--- src/rtl/bt_cmd_frame_decoder.sv ---
// bt_cmd_frame_decoder: parses 55/CMD/ARG/CHK frames from uart_recv into mode, slot and status
//   sys_clk, sys_rst_n (sync, active-low); rx_done, rx_data[7:0] from uart_recv;
//   mode_onehot[MODE_NUM], slot_no[SLOT_W], cmd_valid/cmd_err pulses, err_cnt[7:0] saturating
module bt_cmd_frame_decoder #(
  parameter int SLOT_W      = 4,
  parameter int SLOT_NUM    = 16,
  parameter int MODE_NUM    = 4,
  parameter int RESET_MODE  = 3,
  parameter int WRAP        = 0,
  parameter int TIMEOUT_CYC = 1_000_000
) (
  input  logic                sys_clk,
  input  logic                sys_rst_n,
  input  logic                rx_done,
  input  logic [7:0]          rx_data,
  output logic [MODE_NUM-1:0] mode_onehot,
  output logic [SLOT_W-1:0]   slot_no,
  output logic                cmd_valid,
  output logic                cmd_err,
  output logic [7:0]          err_cnt
);
  localparam int CW = $clog2(TIMEOUT_CYC + 1);
  localparam logic [SLOT_W-1:0] SLOT_MAX = SLOT_W'(SLOT_NUM - 1);
  localparam logic [MODE_NUM-1:0] MODE_RST = MODE_NUM'(1) << RESET_MODE;
  typedef enum logic [1:0] {IDLE, GOT_HDR, GOT_CMD, GOT_ARG} state_t;
  state_t state, state_n;
  logic rx_done_d, byte_ev, to_exp, sel_ok, mode_ok, step_ok, frame_ok, valid_n, err_n;
  logic [7:0] cmd, arg, cmd_n, arg_n, err_cnt_n;
  logic [CW-1:0] cnt, cnt_n;
  logic [SLOT_W-1:0] slot_n, step_slot;
  logic [MODE_NUM-1:0] mode_n;
  assign byte_ev = rx_done & ~rx_done_d;
  // cnt is cycles since the last byte minus one, so the registered error lands TIMEOUT_CYC cycles after it
  assign to_exp = state != IDLE && cnt == CW'(TIMEOUT_CYC - 2);
  assign sel_ok = cmd == 8'h01 && 32'(arg) < SLOT_NUM;
  assign mode_ok = cmd == 8'h02 && 32'(arg) < MODE_NUM;
  assign step_ok = cmd == 8'h03 && arg[7:1] == 7'd0;
  assign frame_ok = rx_data == (cmd ^ arg) && (sel_ok || mode_ok || step_ok);
  assign step_slot = arg[0] ? (slot_no == '0 ? (WRAP != 0 ? SLOT_MAX : slot_no) : slot_no - 1'b1)
                            : (slot_no == SLOT_MAX ? (WRAP != 0 ? '0 : slot_no) : slot_no + 1'b1);
  always_comb begin
    state_n = state;
    cmd_n = cmd;
    arg_n = arg;
    slot_n = slot_no;
    mode_n = mode_onehot;
    valid_n = 1'b0;
    err_n = 1'b0;
    if (byte_ev) begin
      case (state)
        IDLE: state_n = rx_data == 8'h55 ? GOT_HDR : IDLE;
        GOT_HDR: begin
          cmd_n = rx_data;
          state_n = GOT_CMD;
        end
        GOT_CMD: begin
          arg_n = rx_data;
          state_n = GOT_ARG;
        end
        default: begin
          state_n = IDLE;
          valid_n = frame_ok;
          err_n = ~frame_ok;
          slot_n = !frame_ok ? slot_no : sel_ok ? arg[SLOT_W-1:0] : step_ok ? step_slot : slot_no;
          mode_n = frame_ok && mode_ok ? MODE_NUM'(1) << arg : mode_onehot;
        end
      endcase
    end else if (to_exp) begin
      state_n = IDLE;
      err_n = 1'b1;
    end
    err_cnt_n = err_n && err_cnt != 8'hff ? err_cnt + 1'b1 : err_cnt;
    cnt_n = byte_ev || state_n == IDLE ? '0 : cnt + 1'b1;
  end
  always_ff @(posedge sys_clk) begin
    if (!sys_rst_n) begin
      state <= IDLE;
      rx_done_d <= 1'b0;
      cnt <= '0;
      cmd <= '0;
      arg <= '0;
      slot_no <= '0;
      mode_onehot <= MODE_RST;
      cmd_valid <= 1'b0;
      cmd_err <= 1'b0;
      err_cnt <= '0;
    end else begin
      state <= state_n;
      rx_done_d <= rx_done;
      cnt <= cnt_n;
      cmd <= cmd_n;
      arg <= arg_n;
      slot_no <= slot_n;
      mode_onehot <= mode_n;
      cmd_valid <= valid_n;
      cmd_err <= err_n;
      err_cnt <= err_cnt_n;
    end
  end
endmodule

--- config.mk ---
export PLATFORM = sky130hd
export DESIGN_NAME = bt_cmd_frame_decoder
export DESIGN_NICKNAME = d
export VERILOG_FILES = /design/src/rtl/bt_cmd_frame_decoder.sv
export SDC_FILE = /design/constraint.sdc
export NUM_CORES = 1
export LEC_CHECK = 0
export ABC_AREA = 1
export BUFFER_PORTS_ARGS = -buffer_cell sky130_fd_sc_hd__clkbuf_2
export CORE_UTILIZATION = 60
export DETAILED_ROUTE_END_ITERATION = 6
export MAX_ROUTING_LAYER = met4
export PLACE_DENSITY_LB_ADDON = 0.12
export SLEW_MARGIN = 20
export SYNTH_ARGS = -nofsm -noshare
export SYNTH_HDL_FRONTEND = slang
export SYNTH_SLANG_ARGS = --single-unit
--- constraint.sdc ---
create_clock -name sys_clk -period 4.65 [get_ports sys_clk]
set_clock_uncertainty 0.1 [all_clocks]
set_input_delay 0.2325 -clock sys_clk [delete_from_list [all_inputs] [get_ports sys_clk]]
set_output_delay 0.2325 -clock sys_clk [all_outputs]
set_load 0.01 [all_outputs]
Word-level counts from Yosys, hierarchy flattened
Index checks and enable logic that the tools add are counted.
W data, S select, Z words.

word-level totals
  word-level logic and storage cells = 71
  output and inout port bits = 18
  register bits after elaboration = 57
  input bits = 11

operators by class
  muxes and demuxes = 12
  $add $sub $neg = 4
  $lt $le $gt $ge = 2
  shift-type cells = 1
  bitwise logic cells = 7
  reductions and logical operators = 23
  equal/unequal tests = 12

operator list
  kind                     number
  $add A20 B1 Y20 const B  1
  $eq A20 B20 Y1 const B   1
  $mux W4                  5
  $eq A8 B2 Y1 const B     2
  $add A8 B1 Y8 const B    1
  $eq A8 B1 Y1 const B     1
  $eq A8 B7 Y1 const B     1
  $eq A8 B8 Y1             1
  $lt A8 B3 Y1 const B     1
  $lt A8 B5 Y1 const B     1
  $ne A8 B8 Y1 const B     1
  $shl A1 B8 Y4 const A    1
  $xor A8 B8 Y8            1
  $logic_and A1 B1 Y1      7
  $logic_not A7 Y1         1
  $ne A3 B3 Y1 const B     2
  $pmux W2 S3              1
  $reduce_and A6 Y1        1
  $not A1 Y1               5
  $reduce_or A5 Y1         1
  $add A4 B1 Y4 const B    1
  $eq A4 B4 Y1 const B     1
  $logic_not A2 Y1         2
  $logic_not A4 Y1         1
  12 further kinds         20

Logic depth before layout (Yosys ltp)
Gate-level depths: netlist of run 1.

  depth after elaboration = 9
  depth in mapped cells = 13
  mapped depth without buffers = 13

Worst setup path before layout of run 1
Ideal clock, no wire load.

  kind = flip-flop to flip-flop
  start = register state[1]
  end = register cnt[16]
  arrival time = 1.567 ns
  library setup time = 0.116 ns
  clock period less this slack = 1.782 ns
  required time = 4.434 ns
  buffers on the path = 1
  slack = 2.868 ns
  stages on the path, launching flop included = 13
  path through = dfxtp_1 -> inv_1 -> ha_1 -> inv_1 -> nand4_1 -> nor2_1 -> nand4_2 -> and2_1 -> inv_2 -> nand2_1 -> nand2_1 -> buf_4 -> nor2_1

on the way
  longest elaborated chain between the ends = 7
  elaborated cells between the ends (all ways) = 11
  classes of those cells = eq/ne (2); mux (3); reduce/logical (6)

ends and longest elaborated chain
  item                                                                 line  source
  start: declaration                                                   26    state_t state, state_n;
  start signal: assignment                                             88    state <= state_n;
  parallel branches: the longest is 3 deep, another holds $pmux W2 S3  --
  $mux W2 (*)                                                          49    if (byte_ev) begin
  $logic_not A2 Y1 (*)                                                 73    cnt_n = byte_ev || state_n == IDLE ? '0 : cnt + 1'b1;
  $logic_or A1 B1 Y1 (*)                                               73
  $reduce_or A2 Y1 (no source line) (*)                                --
  end signal: assignment                                               90    cnt <= cnt_n;
  end: declaration                                                     29    logic [CW-1:0] cnt, cnt_n;

Every way passes the cells marked *.
A chain may end at the register's enable or synchronous reset.

Final worst setup path of run 1
  start = register state[0]
  end = register cnt[0]

Same word-level chain as after synthesis.

==> run summary, run 1 <==
The deepest clock path buffer count is 2. The worst setup slack for register-to-register paths came out at between 2 and 2.5 ns. The count of buffers from port buffering is 28. The endpoint arrival time on the critical path came out at 2.37 ns. The initial antenna violation count is 0. The xor and xnor area share after synthesis is 0.0686.

By area, the combinational part of the netlist is dominated by simple AND/OR/NAND/NOR gates. In the post-synthesis netlist, the biggest area contributors are dfxtp_1 (36%), nand2_1 (10%), nor2_1 (6.8%), inv_1 (6.5%), a21oi_1 (5.6%). The measured slew at the worst slew-check pin is 0.621 ns. The total of cells resized after clock tree synthesis is 0. The net count reported at finish came out at 511. From left edge to right edge, the die measures 74.9 um. The leakage power of the design came out at about 1.5 nW. The simple-gate portion of the synthesized area came out at 0.338. The synthesized design spends more area on one cell type than any other, namely dfxtp_1. The count of cells along the worst register-to-register path came out at 11. The largest net degree at the start of global routing came out at 29.

The number of top-level design ports came out at 29. The tool flagged a number of max-cap violations equal to 0. The critical path start-end classification is register to register. From bottom edge to top edge, the die measures 74.9 um. The iteration count of the initial detailed-routing pass is 5.

The first global-routing pass estimated 10,900 um of wire. The maximum level of the CTS H-tree is 3. The clock input transition at the sequential cells of the worst setup and hold paths is 0.06 ns.

The critical path ends at cnt[0]$_SDFF_PP0_. The count of unique library cells instantiated by Yosys is 33. The filler cell count came out at roughly 470.

The number of remaining DRC errors came out at 0. The area of the die came out at 0.00561 sq mm. The post-CTS setup buffer count came out at 0. The path class of the tightest hold or removal check is input pin to register. The met2 routed wirelength is 3300 um. The sequential-to-total area share from yosys stat came out at 0.358. The wire length on met1 is 2960 um. The footprint of the multi-input gates came out at roughly 0.0018 sq mm.

The placement row count is 26. The mux contribution to synthesized area came out at 0. The post-synthesis net count is 479. The via count of the first global-routing pass is around 2,700. Relative to the synthesized area, the layout overhead comes to 12.6%. The tree built by TritonCTS fans out to 57 sinks.

The routed length on met3 came out at 259 um. The top fanout value on the critical path is 20. The HPWL reported at the end of detailed placement came out at approximately 5000 um. The clock latency at the later pin of the worst-skew pair is 0.33 ns. The startpoint identified for the worst register-to-register timing path is state[0]$_SDFF_PN0_. The last weighted congestion value of the routability-driven placer came out at slightly above 0.9.

Tracing the worst setup path back leads to its startpoint at state[0]$_SDFF_PN0_. After floorplanning, the core was sized to cover approximately 0.005 sq mm. The final cell count without fillers came out at 565. Timing would allow up to around 0.44 GHz. The setup-violating endpoint count in the final report came out at 0.

The average footprint of a synthesized cell is 6.97 sq um. The clock tree from TritonCTS is yes. In the layout the commonest cells are nand2_1 (86), nor2_1 (58), dfxtp_1 (57). The flow ran to the end, and the final reports show no timing, DRC or antenna violations. The detailed router placed 2,937 vias in this run. The relative max-transition margin came out at 0.585.

The most frequent standard cell in the layout excluding fill and tap cells is nand2_1. The number of warnings reported in the yosys synthesis log came out at 0. The worst vdd rail ir drop came out at approximately 0.00024 V.

The count of final hold-check violations was 0. The overall overflow remaining after global route is 0. In this run, synthesis produced a sequential element count of 57. The endpoint of the most critical register-to-register path is cnt[0]$_SDFF_PP0_. The number of vias per cell after detailed routing came out at about 5.2. In the global route stage, overall resource usage came out at 0.266.

The data required time at the worst endpoint is 4.74 ns. The number of instances in the synthesized netlist is approximately 460. The compound-cell area share of the yosys netlist is 0.106. The number of antenna repair diodes is 0. The root buffer cell is clkbuf_8. The number of cells after detailed placement came out at 549.

The total wire length is 6630 um. Once detail routing completed, the nets flagged for antenna violations numbered 0. The summed instance area of the synthesized netlist came out at between 0.003 and 0.004 sq mm. The total power divided by cell area came out at 309 mW/mm^2. The setup TNS after final layout is 0 ns. The final count of pins violating max slew was 0. The number of clock buffers inserted by TritonCTS is 9. The share of the cycle needed by the critical path after routing is 0.490.

The starting utilization of the core area is 0.625. Of the total synthesized cell area, the portion taken by full adders, half adders and majority gates is 0.0416. The kind of start point of the critical path is a register. The highest layer touched by signal routing is met4. Dividing the detail-routed wire length by the instance count gives 11.7 um.

The share of synthesized area in the top cell type comes to 0.358. After the first detailed-routing iteration, the DRC count stood at 170. The kind of capture point of the worst setup path is a register.

The sequential standard cell area came out at 0.00114 sq mm. Subtracting the final worst setup slack from the clock period gives 2.28 ns. Setup repair after global routing left no endpoint under its margin.

The share of cells above drive strength 1 is 0.158. The total of hold buffers inserted after clock tree synthesis came out at 0.
## flip-flops by register name, indices dropped and copies added (netlist names)
signal       count
state            2
slot_no          4
arg              8
cmd_valid        1
cnt             20
rx_done_d        1
cmd              8
err_cnt          8
mode_onehot      4
cmd_err          1
## logic make-up (layout without fill, tap and decap cells)
kind of cell	after synthesis	after routing
compound gates	67	67
buf+inv	73	110
fa+ha+maj	10	10
flops	57	57
xor+xnor	25	25
simple gates	226	226
## per-stage QoR
step                power, mW  instance area [sq um]  utilization  hold slack, ns  setup slack (ns)
finish                   1.11                   3590        0.704          0.0108              2.37
global route             1.16                   3590        0.704          0.0193              2.05
CTS                      1.12                   3590        0.704         0.00672              2.34
detailed placement      0.624                   3380        0.662           0.336              2.35
global placement        0.620                   3380        0.662           0.328              2.47
floorplan               0.599                   3190            -           0.226              2.87
## critical path, stage by stage, from the launching register on
cell     delay, ns
dfxtp_1       0.39
inv_1         0.10
ha_1          0.21
inv_1         0.07
nand4_1       0.07
nor2_1        0.17
nand4_2       0.18
and2_1        0.20
inv_2         0.05
nand2_1       0.04
nand2_1       0.46
nor2_1        0.11
## metal layers
| layer | GRT usage | up-vias |
|---|---|---|
| met5 | - | - |
| met4 | 0.0922 | 0 |
| met3 | 0.0723 | 10 |
| met2 | 0.460 | 65 |
| met1 | 0.294 | 1322 |
| li1 | - | 1540 |
## power by group
part | switching [mW] | internal, mW
registers | 0.0105 | 0.498
clock network | 0.198 | 0.299
logic | 0.0706 | 0.0347
total | 0.279 | 0.832
## synth_stat cells
library cell and instances:
nand3_4 1, nor2_2 7, clkbuf_1 4, fa_1 1, nor3_2 2, dfxtp_1 57
xor2_1 18, xnor2_1 7, and3_1 1, nand4_2 2, nor3_1 7, nor4_1 4
buf_4 2, nand2_1 86, o21ai_0 27, nand4_1 8, o21ai_1 3, nand2_4 3
nand2_2 5, nor4_2 1, and2_1 2, inv_2 10, inv_1 55, nor2_4 3
ha_1 9, nand3b_1 2, nand3_2 1, nand3_1 33, buf_2 1, a21o_1 1
nor2_1 58, clkinv_1 1, a21oi_1 36
## final cells by class
cell class	instances	area share
Clock buffer	10	0.0355
Clock inverter	6	0.0230
Inverter	66	0.0689
Multi-Input combinational cell	328	0.492
Sequential cell	57	0.318
Tap cell	70	0.0244
Timing Repair Buffer	28	0.0390
## how the worst min path moves through the flow
stage,startpoint,to,slack (ns),cells past startpoint
2_1_floorplan,rx_done,rx_done_d$_SDFF_PN0_,0.23,2
3_3_place_gp,cnt[0]$_SDFF_PP0_,cnt[0]$_SDFF_PP0_,0.33,1
3_5_place_dp,cnt[0]$_SDFF_PP0_,cnt[0]$_SDFF_PP0_,0.34,1
4_1_cts,rx_done,rx_done_d$_SDFF_PN0_,0.007,3
5_1_grt,rx_done,rx_done_d$_SDFF_PN0_,0.02,3
6_report,rx_done,rx_done_d$_SDFF_PN0_,0.01,3
No activity file was read; power rests on OpenSTA's default activity.
==> inputs of run 2 (changes only) <==
--- a/config.mk
+++ b/config.mk
@@ -7,7 +7,7 @@
 export LEC_CHECK = 0
 export ABC_AREA = 1
 export BUFFER_PORTS_ARGS = -buffer_cell sky130_fd_sc_hd__clkbuf_2
-export CORE_UTILIZATION = 60
+export CORE_UTILIZATION = 59
 export DETAILED_ROUTE_END_ITERATION = 6
 export MAX_ROUTING_LAYER = met4
 export PLACE_DENSITY_LB_ADDON = 0.12
==> constraint.sdc (replaced) <==
create_clock -name sys_clk -period 2.1 [get_ports sys_clk]
set_clock_uncertainty 0.1 [all_clocks]
set_input_delay 0.105 -clock sys_clk [delete_from_list [all_inputs] [get_ports sys_clk]]
set_output_delay 0.105 -clock sys_clk [all_outputs]
set_load 0.01 [all_outputs]
==> run 2 against run 1 <==
First-iteration DRC count increased by 5.9%. Power increased by 120%. Clock power increased by 110%. Flip-flop and latch count unchanged. Register-to-register slack got worse by 2.2 ns. Design area increased by 1.5%. Sequential power increased by 120%. Critical endpoint is now cnt[4]$_SDFF_PP0_. Combinational power increased by 140%. Final cell count increased by 0.88%. Critical path type unchanged. Utilization increased by 0.13 points.
==> run summary, run 2 (synthesized netlist as in run 1, its figures left out) <==
Outcome: completed (unchanged). The deepest clock path buffer count came out at 2 (unchanged). The highest-delay cell along the critical path was dfxtp_2 (was nand2_1).

The total clock sinks came out at 57 (unchanged). The number of remaining DRC errors is 0 (unchanged). The relative max-transition margin is 0.671 (was 0.585). The share of cells above drive strength 1 is 0.168 (was 0.158).

The first-pass GRT wire length came out at 11,100 um (was 10,900 um). The count of final hold-check violations came to 0 (unchanged). The net count reported at finish came out at 517 (was 511). The overall die height is 75.5 um (was 74.9 um). The top fanout value on the critical path is 11 (was 20). The filler cell count is 441 (was 466). The maximum level of the CTS H-tree came out at 3 (unchanged).

The clock input transition at the sequential cells of the worst setup and hold paths came out at 0.07 ns (was 0.06 ns). The overall overflow remaining after global route came to 0 (unchanged). Critical Path, Cell by Cell: inv_1, ha_1, inv_1, nand4_1, nor2_2, nand4_2, and2_4, inv_2, nand2_1, nand2_1, buf_6, nor2_1 (was inv_1, ha_1, inv_1, nand4_1, nor2_1, nand4_2, and2_1, inv_2, nand2_1, nand2_1, nor2_1). The switching power summed over all nets is 0.628 mW (was 0.279 mW). The last weighted congestion value of the routability-driven placer is 0.890 (was 0.924). The number of vias per cell after detailed routing came out at 5.21 (was 5.20). The total power after layout was 2.42 mW (was 1.11 mW). The detailed-route via count came out at 2,972 (was 2,937). The largest net degree at the start of global routing came out at 18 (was 29). The number of clock buffers inserted by TritonCTS is 9 (unchanged). The total wire length came out at 6900 um (was 6630 um). The root buffer cell is clkbuf_8 (unchanged). The initial antenna violation count came out at 0 (unchanged). The kind of start point of the critical path is a register (unchanged).

The kind of capture point of the worst setup path is a register (unchanged). The internal power came out at 1.80 mW (was 0.832 mW). The achievable frequency came out at 0.525 GHz (was 0.439 GHz). The final count of pins violating max slew is 0 (unchanged). The post-route worst hold slack came out at 0.00367 ns (was 0.0108 ns). The flip-flop count of the largest register, all copies and words added is 20 (unchanged). The HPWL reported at the end of detailed placement is 4910 um (about the same).

The fraction of power consumed by combinational cells came out at 0.104 (was 0.095). The worst stage delay on the critical path came out at 0.37 ns (was 0.46 ns). The measured slew at the worst slew-check pin came out at 0.493 ns (was 0.621 ns). The leakage power of the design was 1.53 nW (was 1.50 nW). The part of the total power dissipated in the clock network came to 0.432 (was 0.447). The register name with the most flops is cnt (unchanged).

The class of the most critical hold timing path is input pin to register (unchanged). The sum of buffers and inverters on the critical path is 4 (was 3). The number of antenna repair diodes was 0 (unchanged). The worst vdd rail ir drop was 0.000540 V (was 0.000239 V). The worst setup slack for register-to-register paths is 0.19 ns (was 2.37 ns). The share of the cycle needed by the critical path after routing came out at 0.908 (was 0.490). The most frequent standard cell in the layout excluding fill and tap cells is nand2_1 (unchanged).

The number of max-cap violations is 0 (unchanged). The total power divided by cell area came to 665 mW/mm^2 (was 309 mW/mm^2). The clock latency at the later pin of the worst-skew pair came out at 0.35 ns (was 0.33 ns). The switching share of power came out at 0.259 (was 0.251). The dominant delay contributor by cell family on the critical path is simple AND/OR/NAND/NOR gates (unchanged). The share of total power in sequential cells is 0.464 (was 0.458).

The count of buffers from port buffering was 28 (unchanged). The layout-stage area growth over the synthesis result is 14.3% (was 12.6%). The minimum clock period came out at 1.91 ns (was 2.28 ns).

The endpoint arrival time on the critical path was 2.04 ns (was 2.37 ns). The via count of the first global-routing pass is 2,634 (was 2,687). Most frequent cells in the layout: nand2_1 (86), nor2_1 (57), inv_1 (55), dfxtp_1 (55), a21oi_1 (36) (was nand2_1 (86), nor2_1 (58), dfxtp_1 (57)). The average routed wire per standard cell is 12.1 um (was 11.7 um). The iteration count of the initial detailed-routing pass is 5 (unchanged). The area of the die came out at 0.00571 sq mm (was 0.00561 sq mm).

The initial detailed-routing violation count is 180 (was 170). The footprint of the multi-input gates is 0.00177 sq mm (about the same). The horizontal die dimension came out at 75.5 um (was 74.9 um).

The critical path start-end classification is register to register (unchanged). The number of routed nets with antenna violations is 0 (unchanged). The all-layer global routing usage came out at 0.272 (was 0.266). The number of top-level design ports is 29 (unchanged). The sequential standard cell area is 0.00114 sq mm (about the same). The placement row count is 26 (unchanged). The setup-violating endpoint count in the final report came out at 0 (unchanged).

The starting utilization of the core area was 0.617 (was 0.625). The clock tree from TritonCTS is yes (unchanged). The data required time at the worst endpoint came out at 2.23 ns (was 4.74 ns). The total core area is 0.00517 sq mm (was 0.00511 sq mm).
==> run 2: changes by cell type in the layout (fill, tap and decap cells not counted), sizes merged <==
cell         delta
buf             +3
dlygate4sd3     +3
clkbuf          +2
bufinv          -1
clkinv          -1
clkinvlp        -1
==> run 2: tightest hold or removal path, cell delays in order <==
cell      delay [ns]
clkbuf_2        0.12
o21ai_0         0.09
a21oi_1         0.11
==> run 2: through the flow <==
step,std cells,area (sq um),util,setup TNS [ns],worst slack [ns]
floorplan,458,3190,-,0,0.318
global placement,552,3410,0.658,0,0.185
detailed placement,552,3410,0.658,0,0.0985
CTS,570,3630,0.702,0,0.0836
global route,570,3650,0.705,-0.000528,-0.000528
finish,570,3650,0.705,0,0.194
==> run 2: final cells by class <==
cell class | count | share of cell area
Clock buffer | 12 | 0.0426
Clock inverter | 3 | 0.0110
Multi-Input combinational cell | 328 | 0.486
Timing Repair Buffer | 34 | 0.0549
Sequential cell | 57 | 0.314
Tap cell | 70 | 0.0240
Inverter | 66 | 0.0679
==> run 2: layer usage <==
layer  vias to the layer above  global-route usage  wire [um]
met1                      1336               0.300       3160
met2                        67               0.458       3320
met3                        19              0.0542        233
met4                         0               0.156        185
met5                         -                   -          0
li1                       1550                   -          -
==> run 2: what timing repair did <==
item | in CTS | in global routing
setup endpoints to repair | 0 | 20
hold buffers | 3 | 0
gates resized for setup | 0 | 6
buffers inserted | 0 | 0
endpoints found under the hold margin | 3 | 0
==> run 2: worst paths after layout <==
check,from,endpoint,cells after the start
worst min register to register,mode_onehot[1]$_SDFFE_PN0P_,mode_onehot[1]$_SDFFE_PN0P_,2
worst max register to register,state[1]$_SDFF_PN0_,cnt[4]$_SDFF_PP0_,12
worst max-delay path,state[1]$_SDFF_PN0_,cnt[4]$_SDFF_PP0_,12
worst min-delay path,rx_data[5],arg[5]$_SDFFE_PN0P_,3
==> run 2: power groups by stage <==
stage	clock (mW)	combinational (mW)	sequential [mW]
6_report	1.05	0.252	1.13
5_1_grt	1.10	0.287	1.13
4_1_cts	1.05	0.247	1.12
3_5_place_dp	0	0.241	1.15
3_3_place_gp	0	0.236	1.15
2_1_floorplan	0	0.184	1.14
==> inputs of run 3 (changes only) <==
--- a/config.mk
+++ b/config.mk
@@ -8,9 +8,10 @@
 export ABC_AREA = 1
 export BUFFER_PORTS_ARGS = -buffer_cell sky130_fd_sc_hd__clkbuf_2
 export CORE_UTILIZATION = 59
+export CTS_CLUSTER_SIZE = 28
 export DETAILED_ROUTE_END_ITERATION = 6
 export MAX_ROUTING_LAYER = met4
-export PLACE_DENSITY_LB_ADDON = 0.12
+export PLACE_DENSITY = 0.81
 export SLEW_MARGIN = 20
 export SYNTH_ARGS = -nofsm -noshare
 export SYNTH_HDL_FRONTEND = slang
==> run 3 against run 2 <==
Setup slack lost 0.0053 ns. Combinational power is 2% lower. Global-route usage decreased by 0.84 points. Clock-buffer cell count shrank 2. Via count is 0.40% lower. Critical endpoint is now cnt[11]$_SDFF_PP0_. Non-clock buffer count is 1 higher. Register-to-register slack barely moved.
==> run summary, run 3 (synthesized netlist as in run 1, its figures left out) <==
The worst stage delay on the critical path came out at 0.37 ns (about the same). Critical Path, Cell by Cell: inv_1, ha_1, inv_1, nand4_1, nor2_2, nand4_2, and2_1, inv_2, nand2_1, nand2_1, buf_4, nor2_1 (was inv_1, ha_1, inv_1, nand4_1, nor2_2, nand4_2, and2_4, inv_2, nand2_1, nand2_1, buf_6, nor2_1). The start of the worst register-to-register path is state[1]$_SDFF_PN0_ (unchanged). The number of antenna repair diodes came out at 0 (unchanged). The internal power came out at 1.76 mW (was 1.80 mW).

The class of the most critical hold timing path is input pin to register (unchanged). The destination of the worst hold path is arg[2]$_SDFFE_PN0P_ (was arg[5]$_SDFFE_PN0P_). The HPWL reported at the end of detailed placement was 4800 um (was 4910 um).

The number of top-level design ports came out at 29 (unchanged). The all-layer global routing usage came out at 0.264 (was 0.272). The measured slew at the worst slew-check pin came out at 0.488 ns (was 0.493 ns). The iteration count of the initial detailed-routing pass is 4 (was 5).

The share of cells above drive strength 1 came to 0.170 (was 0.168). The part of the total power dissipated in the clock network came out at 0.426 (was 0.432). The endpoint of the most critical register-to-register path was cnt[11]$_SDFF_PP0_ (was cnt[4]$_SDFF_PP0_).

The achievable frequency is 0.523 GHz (was 0.525 GHz). The total clock sinks was 57 (unchanged). The number of routed nets with antenna violations came out at 0 (unchanged).

The first-pass GRT wire length came out at 11,000 um (was 11,100 um). The via count of the first global-routing pass came out at 2,626 (was 2,634). The number of max-cap violations came to 0 (unchanged).

The switching power summed over all nets came to 0.629 mW (was 0.628 mW). The switching share of power came out at 0.263 (was 0.259). The smallest setup slack after layout is 0.188 ns (was 0.194 ns). The highest-delay cell along the critical path is dfxtp_2 (unchanged). The initial detailed-routing violation count came out at 163 (was 180). The number of remaining DRC errors is 0 (unchanged). The flip-flop count of the largest register, all copies and words added came to 20 (unchanged). The fraction of power consumed by combinational cells is 0.103 (was 0.104). The share of the cycle needed by the critical path after routing is 0.910 (was 0.908). The clock input transition at the sequential cells of the worst setup and hold paths is 0.07 ns (about the same). The maximum level of the CTS H-tree came out at 3 (unchanged).

The setup-violating endpoint count in the final report is 0 (unchanged). The register name with the most flops is cnt (unchanged). The total core area came to 0.00517 sq mm (unchanged). The overall overflow remaining after global route came to 0 (unchanged). The share of total power in sequential cells came to 0.471 (was 0.464). The number of vias per cell after detailed routing is 5.18 (was 5.21).

The average routed wire per standard cell came to 11.7 um (was 12.1 um). The total wire length came out at 6670 um (was 6900 um). The root buffer cell is clkbuf_8 (unchanged). The most frequent standard cell in the layout excluding fill and tap cells is nand2_1 (unchanged). The clock tree from TritonCTS is yes (unchanged). The largest net degree at the start of global routing is 18 (unchanged). Most frequent cells in the layout: nand2_1 (86), nor2_1 (57), inv_1 (55), dfxtp_1 (55), a21oi_1 (36) (unchanged). The leakage power of the design came to 1.52 nW (was 1.53 nW). The last weighted congestion value of the routability-driven placer was 0.869 (was 0.890). The initial antenna violation count came out at 0 (unchanged). The area of the die came out at 0.00571 sq mm (unchanged). The worst vdd rail ir drop is 0.000537 V (was 0.000540 V). The total power divided by cell area is 656 mW/mm^2 (was 665 mW/mm^2). The count of buffers from port buffering came out at 28 (unchanged).

The horizontal die dimension came to 75.5 um (unchanged). The net count reported at finish came to 518 (was 517). The count of cells along the worst register-to-register path is 12 (unchanged). The kind of capture point of the worst setup path is a register (unchanged). Setup repair after global routing left no endpoint under its margin. The layout-stage area growth over the synthesis result came out at 14.2% (was 14.3%). The post-CTS setup buffer count was 0 (unchanged). The relative max-transition margin is 0.674 (was 0.671). The final count of pins violating max slew is 0 (unchanged). The minimum setup slack after placement was 0.0895 ns (was 0.0985 ns).

The total power after layout came out at 2.39 mW (was 2.42 mW). The kind of start point of the critical path is a register (unchanged). The minimum clock period was 1.91 ns (about the same). The critical path start-end classification is register to register (unchanged). Outcome: completed (unchanged). The launch instance of the worst min-delay path was rx_data[2] (was rx_data[5]). The number of clock buffers inserted by TritonCTS came to 9 (unchanged).

The data required time at the worst endpoint is 2.24 ns (was 2.23 ns). The placement row count is 26 (unchanged). The endpoint arrival time on the critical path came out at 2.05 ns (was 2.04 ns). The worst setup slack for register-to-register paths is 0.19 ns (about the same). The overall die height was 75.5 um (unchanged). The top fanout value on the critical path is 13 (was 11). The deepest clock path buffer count came to 2 (unchanged).

The starting utilization of the core area is 0.617 (unchanged). The post-route worst hold slack is 0.0126 ns (was 0.00367 ns). The worst hold path cell count is 3 (unchanged). The setup TNS after final layout is 0 ns (unchanged). The count of final hold-check violations is 0 (unchanged). The detailed-route via count came out at 2,960 (was 2,972).

The clock latency at the later pin of the worst-skew pair came out at 0.34 ns (was 0.35 ns).
[run 3: changes by cell type in the layout (fill, tap and decap cells not counted)]
| cell | delta |
|---|---|
| and2_4 | -1 |
| buf_4 | +3 |
| and2_1 | +1 |
| buf_6 | -2 |
| clkbuf_1 | -1 |
| clkinvlp_4 | +1 |
| clkinv_4 | +1 |
| clkbuf_8 | -1 |
[run 3: layer usage]
metal | routed length (um) | vias up | part of all wire | global-route usage
met3 | 257 | 9 | 0.039 | 0.0820
met5 | 0 | - | 0 | -
met2 | 3330 | 50 | 0.50 | 0.444
li1 | - | 1549 | - | -
met4 | 85 | 0 | 0.013 | 0.0885
met1 | 3000 | 1352 | 0.45 | 0.298
[run 3: how the worst max path moves through the flow]
stage                        startpoint            endpoint  slack, ns  depth (start not counted)
CTS                 state[1]$_SDFF_PN0_  cnt[11]$_SDFF_PP0_       0.08                         12
detailed placement  state[1]$_SDFF_PN0_  cnt[11]$_SDFF_PP0_       0.09                         12
floorplan           state[1]$_SDFF_PN0_  cnt[16]$_SDFF_PP0_       0.32                         12
finish              state[1]$_SDFF_PN0_  cnt[11]$_SDFF_PP0_       0.19                         12
global route        state[0]$_SDFF_PN0_  cnt[11]$_SDFF_PP0_       0.02                         12
global placement    state[1]$_SDFF_PN0_  cnt[11]$_SDFF_PP0_       0.19                         12
[run 3: cell type report]
type	count	area (sq um)
multi-input cells	328	1770
inverters	66	248
fillers	432	1530
repair buffers	35	200
flip-flops and latches	57	1140
clock inverters	5	56.3
well taps	70	87.6
clock buffers	10	138
[run 3: metrics by stage]
stage | cell area (sq um) | std cells | util
after floorplan | 3190 | 458 | -
after global placement | 3410 | 553 | 0.660
after detailed placement | 3410 | 553 | 0.660
after CTS | 3640 | 571 | 0.703
after global routing | 3640 | 571 | 0.704
final | 3640 | 571 | 0.704
[run 3: timing repair]
action                     CTS  global route
hold endpoints to repair     4             0
resized for setup            0             3
setup endpoints to repair    0            19
hold buffers                 3             0
[run 3: critical path: cells and delay by family, from the launching register on]
kind          cells  cell delay (ns)
flops             1             0.37
simple gates      7             0.75
buf+inv           4             0.40
fa+ha+maj         1             0.20
[run 3: power by group through the flow]
stage                     Clock [mW]  Combinational [mW]  Sequential, mW
after detailed placement           0               0.239            1.15
after floorplan                    0               0.184            1.14
final                           1.02               0.247            1.13
after global routing            1.08               0.283            1.13
after global placement             0               0.235            1.15
after CTS                       1.04               0.247            1.12
